[config.mk]
export PLATFORM = sky130hd
export DESIGN_NAME = ysyx_24080014_wbu
export DESIGN_NICKNAME = d
export VERILOG_FILES = /design/src/rtl/ysyx_24080014_pkg.sv /design/src/rtl/ysyx_24080014_load_ext.sv /design/src/rtl/ysyx_24080014_wbu.sv
export SDC_FILE = /design/constraint.sdc
export NUM_CORES = 1
export LEC_CHECK = 0
export ABC_AREA = 1
export BUFFER_PORTS_ARGS = -buffer_cell sky130_fd_sc_hd__buf_2
export CORE_MARGIN = 2
export CORE_UTILIZATION = 47
export CTS_CLUSTER_DIAMETER = 200
export DETAILED_ROUTE_END_ITERATION = 8
export PLACE_DENSITY = 0.77
export SYNTH_ARGS = -nofsm -noshare
export SYNTH_HDL_FRONTEND = slang
export SYNTH_SLANG_ARGS = --single-unit
[constraint.sdc]
create_clock -name clk -period 1.65 [get_ports clk]
set_input_delay 0.2475 -clock clk [delete_from_list [all_inputs] [get_ports clk]]
set_output_delay 0.2475 -clock clk [all_outputs]
set_load 0.02 [all_outputs]
[src/rtl/ysyx_24080014_pkg.sv]
// Shared definitions for the writeback stage and the load extraction logic.
// Holds the load funct3 encodings, the datapath width and the WBU state encoding.
package ysyx_24080014_pkg;

  localparam int XLEN = 32;

  localparam logic [2:0] F3_LB  = 3'b000;
  localparam logic [2:0] F3_LH  = 3'b001;
  localparam logic [2:0] F3_LW  = 3'b010;
  localparam logic [2:0] F3_LBU = 3'b100;
  localparam logic [2:0] F3_LHU = 3'b101;

  typedef enum logic [1:0] {
    IDLE     = 2'd0,
    WAIT_MEM = 2'd1,
    COMMIT   = 2'd2
  } wbu_state_e;

endpackage

[src/rtl/ysyx_24080014_load_ext.sv]
// Combinational load data extraction: selects byte/half/word from an aligned
// memory word, sign- or zero-extends it, and flags misaligned or illegal loads.
module ysyx_24080014_load_ext
  import ysyx_24080014_pkg::*;
(
  input  logic [XLEN-1:0] rdata,
  input  logic [2:0]      funct3,
  input  logic [1:0]      addr_lo,
  output logic [XLEN-1:0] data,
  output logic            misalign,
  output logic            illegal
);

  function automatic logic [XLEN-1:0] sext8(input logic signed [7:0] b);
    logic signed [XLEN-1:0] w;
    w = b;
    return w;
  endfunction

  function automatic logic [XLEN-1:0] sext16(input logic signed [15:0] h);
    logic signed [XLEN-1:0] w;
    w = h;
    return w;
  endfunction

  function automatic logic [XLEN-1:0] zext8(input logic [7:0] b);
    return {{(XLEN-8){1'b0}}, b};
  endfunction

  function automatic logic [XLEN-1:0] zext16(input logic [15:0] h);
    return {{(XLEN-16){1'b0}}, h};
  endfunction

  logic [XLEN-1:0] byte_shift;
  logic [XLEN-1:0] half_shift;
  logic [7:0]      byte_v;
  logic [15:0]     half_v;

  assign byte_shift = rdata >> {addr_lo, 3'b000};
  assign half_shift = rdata >> {addr_lo[1], 4'b0000};
  assign byte_v     = byte_shift[7:0];
  assign half_v     = half_shift[15:0];

  always_comb begin
    data     = '0;
    misalign = 1'b0;
    illegal  = 1'b0;
    unique case (funct3)
      F3_LB:  data = sext8(byte_v);
      F3_LBU: data = zext8(byte_v);
      F3_LH: begin
        data     = sext16(half_v);
        misalign = addr_lo[0];
      end
      F3_LHU: begin
        data     = zext16(half_v);
        misalign = addr_lo[0];
      end
      F3_LW: begin
        data     = rdata;
        misalign = (addr_lo != 2'b00);
      end
      default: illegal = 1'b1;
    endcase
  end

endmodule

[src/rtl/ysyx_24080014_wbu.sv]
// Writeback unit: accepts one retiring instruction from the EXU, waits for load
// data when needed, and issues a single registered GPR write plus commit pulse.
module ysyx_24080014_wbu #(
  parameter int XLEN        = ysyx_24080014_pkg::XLEN,
  parameter int MEM_TIMEOUT = 255
) (
  input  logic            clk,
  input  logic            rst_n,
  input  logic            exu_valid,
  output logic            exu_ready,
  input  logic [XLEN-1:0] exu_pc,
  input  logic [4:0]      exu_rd,
  input  logic            exu_wen,
  input  logic [XLEN-1:0] exu_result,
  input  logic            exu_is_load,
  input  logic [2:0]      exu_funct3,
  input  logic [1:0]      exu_addr_lo,
  input  logic            lsu_rvalid,
  input  logic [XLEN-1:0] lsu_rdata,
  output logic            gpr_wen,
  output logic [4:0]      gpr_waddr,
  output logic [XLEN-1:0] gpr_wdata,
  output logic            commit_valid,
  output logic [XLEN-1:0] commit_pc,
  output logic            load_fault,
  output logic            spurious_rdata
);

  import ysyx_24080014_pkg::*;

  wbu_state_e      state;
  logic [XLEN-1:0] pc_p1;
  logic [4:0]      rd_p1;
  logic            wen_p1;
  logic [2:0]      funct3_p1;
  logic [1:0]      addr_lo_p1;
  logic            fault_p1;
  logic [15:0]     cnt_p1;
  logic [15:0]     cnt_nxt;

  logic [2:0]      ext_funct3;
  logic [1:0]      ext_addr_lo;
  logic [XLEN-1:0] ext_data;
  logic            ext_misalign;
  logic            ext_illegal;

  // In IDLE the extractor checks the incoming instruction so alignment and
  // funct3 faults are known at accept; afterwards it decodes the latched load.
  assign ext_funct3  = (state == IDLE) ? exu_funct3  : funct3_p1;
  assign ext_addr_lo = (state == IDLE) ? exu_addr_lo : addr_lo_p1;
  assign cnt_nxt     = cnt_p1 + 16'd1;
  assign exu_ready   = (state == IDLE);

  ysyx_24080014_load_ext u_load_ext (
    .rdata    (lsu_rdata),
    .funct3   (ext_funct3),
    .addr_lo  (ext_addr_lo),
    .data     (ext_data),
    .misalign (ext_misalign),
    .illegal  (ext_illegal)
  );

  always_ff @(posedge clk or negedge rst_n) begin
    if (!rst_n) begin
      state          <= IDLE;
      pc_p1          <= '0;
      rd_p1          <= '0;
      wen_p1         <= 1'b0;
      funct3_p1      <= '0;
      addr_lo_p1     <= '0;
      fault_p1       <= 1'b0;
      cnt_p1         <= '0;
      gpr_wen        <= 1'b0;
      gpr_waddr      <= '0;
      gpr_wdata      <= '0;
      commit_valid   <= 1'b0;
      commit_pc      <= '0;
      load_fault     <= 1'b0;
      spurious_rdata <= 1'b0;
    end else begin
      // Commit-side outputs are pulses: cleared unless this edge enters COMMIT.
      gpr_wen      <= 1'b0;
      gpr_waddr    <= '0;
      gpr_wdata    <= '0;
      commit_valid <= 1'b0;
      commit_pc    <= '0;
      load_fault   <= 1'b0;

      if (lsu_rvalid && (state != WAIT_MEM)) begin
        spurious_rdata <= 1'b1;
      end

      unique case (state)
        IDLE: begin
          if (exu_valid) begin
            pc_p1      <= exu_pc;
            rd_p1      <= exu_rd;
            wen_p1     <= exu_wen;
            funct3_p1  <= exu_funct3;
            addr_lo_p1 <= exu_addr_lo;
            cnt_p1     <= '0;
            if (exu_is_load) begin
              fault_p1 <= ext_misalign | ext_illegal;
              state    <= WAIT_MEM;
            end else begin
              fault_p1     <= 1'b0;
              state        <= COMMIT;
              commit_valid <= 1'b1;
              commit_pc    <= exu_pc;
              gpr_wen      <= exu_wen && (exu_rd != 5'd0);
              gpr_waddr    <= exu_rd;
              gpr_wdata    <= exu_result;
            end
          end
        end

        WAIT_MEM: begin
          cnt_p1 <= cnt_nxt;
          // A returning read beats a timeout that expires on the same edge.
          if (lsu_rvalid) begin
            state        <= COMMIT;
            commit_valid <= 1'b1;
            commit_pc    <= pc_p1;
            gpr_wen      <= wen_p1 && (rd_p1 != 5'd0) && !fault_p1;
            gpr_waddr    <= rd_p1;
            gpr_wdata    <= ext_data;
            load_fault   <= fault_p1;
          end else if (cnt_nxt == 16'(MEM_TIMEOUT)) begin
            state        <= COMMIT;
            fault_p1     <= 1'b1;
            commit_valid <= 1'b1;
            commit_pc    <= pc_p1;
            gpr_waddr    <= rd_p1;
            load_fault   <= 1'b1;
          end
        end

        COMMIT: begin
          state <= IDLE;
        end

        default: begin
          state <= IDLE;
        end
      endcase
    end
  end

endmodule

==> impl_metrics.json <==
{
  "synthAdderAreaFrac": 0.003880,
  "skew_ns": 0.01086,
  "ios": 186,
  "sequentialPowerShare": 0.338,
  "path_cells": "ha_4 > nand3_4 > nor2_4 > nand4_1 > nand2_1 > nand2_1 > nor2_4 > nand3_4 > nand2_8 > clkbuf_16 > nand3_1 > o21ai_1",
  "finalHoldViolCount": 0,
  "start_kind": "flip-flop",
  "htreeDepth": 4,
  "syn_area_um2": 6449,
  "tritoncts": "done",
  "grt_first_pass_wirelength_um": 30710,
  "dr.pass1.iters": 6,
  "n_fill_cell": 697,
  "synth_mux_area_frac": 0.003104,
  "grt_pass1_vias": 6367,
  "critPathLaunch": "cnt_p1[0]$_DFFE_PN0P_",
  "vias": 7354,
  "synth_top_family_by_area": "simple AND/OR/NAND/NOR gates",
  "grt_usage": 0.2691,
  "slew_headroom": 0.6239,
  "holdWs_ns": 0.01657,
  "clkSinkCount": 135,
  "finalNonFillerCells": 1232,
  "worst_path_largest_cell_delay_ns": 0.42,
  "critPathCaptureType": "flip-flop",
  "max_cap_viol_count": 0,
  "min_path_type": "input port to flip-flop",
  "p_int_mw": 7.852,
  "layout-drive-gt1-share": 0.5194,
  "power_mw": 12.62,
  "first_iter_violations": 911,
  "reg2reg_from": "cnt_p1[0]$_DFFE_PN0P_",
  "antenna_left": 0,
  "grt-ovfl-total": 0,
  "area_delta_synth_final_pct": 62.36,
  "r2r_cells": 12,
  "finish.utilization": 0.7875,
  "start_util": 0.4850,
  "p_switching_mw": 4.773,
  "coreArea_um2": 13300,
  "power_density_nw_per_um2": 1206,
  "p_sw_frac": 0.3781,
  "whs_path_depth": 3,
  "cp_top_family": "simple AND/OR/NAND/NOR gates",
  "cts_buffers": 17,
  "syn_nets": 875,
  "clkTransAtPathRegs_ns": 0.06,
  "comb_power_share": 0.378,
  "synth_flop_cell": "dfrtp_1",
  "wire_per_inst_um": 22.06,
  "fin_area_um2": 10470,
  "leakagePower_nw": 5.487,
  "nNetsFinal": 1157,
  "path_class": "flip-flop to flip-flop",
  "die_h_um": 121.1,
  "dp.cells": 1145,
  "io_buffers": 185,
  "clock_path_buffers": 2,
  "routed_wl_um": 27180,
  "ff_latch_area_um2": 3381,
  "place_area_um2": 8135,
  "worst_pin_slew_ns": 0.5636,
  "dpl.hpwl_um": 12770,
  "dieArea_um2": 14670,
  "root_buffer": "clkbuf_16",
  "routabilityCongestion": 0.8776,
  "cp_max_fo": 7,
  "grt_max_degree": 82,
  "synth-edff-count": 0,
  "synth_cell_types": 39,
  "antenna_found_initial": 2,
  "min_period_ns": 2.296,
  "worst_slack_ns": -0.6457,
  "synthCells": 761,
  "path_buf_inv": 1,
  "syn_avg_cell_area_um2": 8.474,
  "setup_violations": 133,
  "ir_drop_uv": 944.9,
  "reg2reg_slack_ns": -0.65,
  "synth-seq-cells": 135,
  "status": "finished, violations left",
  "multi_input_area_um2": 3482,
  "cp.required_ns": 1.97,
  "synth_compound_area_frac": 0.1463,
  "synth-seq-area-share": 0.5239,
  "failed_checks": "negative setup slack",
  "critical_path.slowest_cell": "dfrtp_2",
  "synthSimpleGateAreaFrac": 0.2383,
  "yosys_warnings": 0,
  "drc": 0,
  "clockPowerShare": 0.284,
  "arrival_ns": 2.62,
  "num_rows": 42,
  "die_w_um": 121.1,
  "hp-start": "exu_result[30]",
  "finalCritPeriodShare": 1.391,
  "drv_slew": 0,
  "drt-vias-per-instance": 5.969,
  "crit_cells": 12,
  "max_freq_mhz": 435.6,
  "rsz0062_at_grt": "yes",
  "synthXorXnorAreaFrac": 0.001358,
  "synthArstFlopShare": 1.000,
  "worstSkewPairLatency_ns": 0.43
}
## power groups by stage
| stage | Combinational, mW | Clock, mW | Sequential [mW] |
|---|---|---|---|
| 5_1_grt | 4.98 | 3.78 | 4.29 |
| 6_report | 4.78 | 3.59 | 4.26 |
| 4_1_cts | 3.39 | 3.54 | 4.09 |
| 3_5_place_dp | 2.95 | 0 | 4.12 |
| 2_1_floorplan | 1.62 | 0 | 4.30 |
| 3_3_place_gp | 2.89 | 0 | 4.11 |
## per-stage QoR
stage	TNS (ns)	worst slack, ns
6_report	-42.26	-0.6457
3_3_place_gp	-12.85	-0.3257
4_1_cts	-16.56	-0.2890
5_1_grt	-50.29	-0.7806
3_5_place_dp	-16.48	-0.3428
2_1_floorplan	-4.360	-0.09535
## synthesized netlist by cell type, types with 2 or more instances
master | n | area [µm²]
nor2_2 | 5 | 31.28
buf_1 | 4 | 15.01
nor2_4 | 4 | 45.04
nand2_1 | 232 | 870.8
clkbuf_1 | 17 | 63.81
o21ai_4 | 4 | 65.06
o21ai_2 | 4 | 35.03
buf_2 | 7 | 35.03
a22oi_1 | 5 | 37.54
a22o_1 | 4 | 35.03
mux2i_1 | 2 | 20.02
nor3_1 | 2 | 10.01
buf_6 | 6 | 67.56
nand2_2 | 6 | 37.54
inv_1 | 83 | 311.6
o22ai_1 | 11 | 68.82
o211ai_1 | 8 | 60.06
o221ai_1 | 2 | 17.52
nor2_1 | 16 | 60.06
inv_2 | 4 | 15.01
nand2_4 | 2 | 22.52
o211ai_2 | 7 | 87.58
buf_4 | 3 | 22.52
o21ai_0 | 68 | 340.3
or2_2 | 3 | 18.77
dfrtp_1 | 135 | 3378
nand3_1 | 65 | 325.3
o31ai_1 | 2 | 15.01
o21ai_1 | 32 | 160.2
nand4_1 | 7 | 43.79
nand3_4 | 2 | 35.03
ha_1 | 2 | 25.02
## cells in the final DEF, fill, tap and decap left out, types with 7 or more instances in the layout
cell type	instances
nand4_1	7
nand3_1	37
o211ai_1	8
inv_1	77
buf_2	184
buf_6	19
inv_2	7
buf_4	53
o21ai_0	10
o21ai_1	37
nor2_4	14
nand3_2	20
nand2_2	36
nand3_4	10
o21ai_4	7
nand2_4	27
nor2_1	8
o211ai_2	7
nand2_1	174
inv_6	7
o22ai_2	8
buf_12	19
clkbuf_16	30
o21ai_2	54
dfrtp_1	133
## logic make-up (layout without fill, tap and decap cells)
| logic type | count (synthesis) | count (layout) |
|---|---|---|
| XOR/XNOR | 1 | 1 |
| other | 0 | 1 |
| AO/OA/AOI/OAI | 150 | 150 |
| AND/OR/NAND/NOR | 346 | 346 |
| multiplexers | 2 | 2 |
| flip-flops | 135 | 135 |
| adder cells (fa/ha/maj) | 2 | 2 |
| buffers and inverters | 125 | 419 |
## worst paths after layout
| kind | to |
|---|---|
| setup / recovery | commit_pc[19]$_DFF_PN0_ |
| hold / removal | gpr_wdata[30]$_DFF_PN0_ |
| setup reg to reg | commit_pc[19]$_DFF_PN0_ |
| hold reg to reg | spurious_rdata$_DFFE_PN0P_ |
| max in group asynchronous | cnt_p1[2]$_DFFE_PN0P_ |
| min in group asynchronous | commit_pc[18]$_DFF_PN0_ |
## layout make-up
type / count / area share
Antenna cell: 1 / 0.0002390
Clock buffer: 18 / 0.04099
Clock inverter: 13 / 0.01064
Inverter: 88 / 0.03346
Multi-Input combinational cell: 501 / 0.3326
Sequential cell: 135 / 0.3229
Tap cell: 176 / 0.02103
Timing Repair Buffer: 300 / 0.2382
## worst register-to-register path, delay by kind of cell, from the launching register on
kind	cells	cell delay, ns
buf+inv	1	0.20
flops	1	0.42
fa+ha+maj	1	0.19
simple gates	9	1.16
compound gates	1	0.21
## what timing repair did
item | 4_1_cts | 5_1_grt
pin swaps | 7 | 40
setup buffers | 13 | 21
setup endpoints to repair | 75 | 130
gates cloned | 7 | 20
gates resized for setup | 67 | 252
hold buffers | 1 | 0
endpoints found under the hold margin | 46 | 0
## layer usage
layer / vias to the layer above / track usage / share of wire
li1: 3056 / - / -
met1: 3474 / 0.3446 / 0.35
met2: 594 / 0.4396 / 0.47
met3: 228 / 0.06579 / 0.094
met4: 2 / 0.1092 / 0.083
met5: - / 0 / 0.00048
## flip-flops by register name, summed over array words and instances, names as in the netlist
| name | cells |
|---|---|
| pc_p1 | 32 |
| commit_pc | 32 |
| gpr_wdata | 32 |
| fault_p1 | 1 |
| commit_valid | 1 |
| state | 2 |
| load_fault | 1 |
| rd_p1 | 5 |
| gpr_waddr | 5 |
| wen_p1 | 1 |
| cnt_p1 | 16 |
| addr_lo_p1 | 2 |
| spurious_rdata | 1 |
| funct3_p1 | 3 |
| gpr_wen | 1 |
Note: power is estimated with default switching activity, not from simulation.
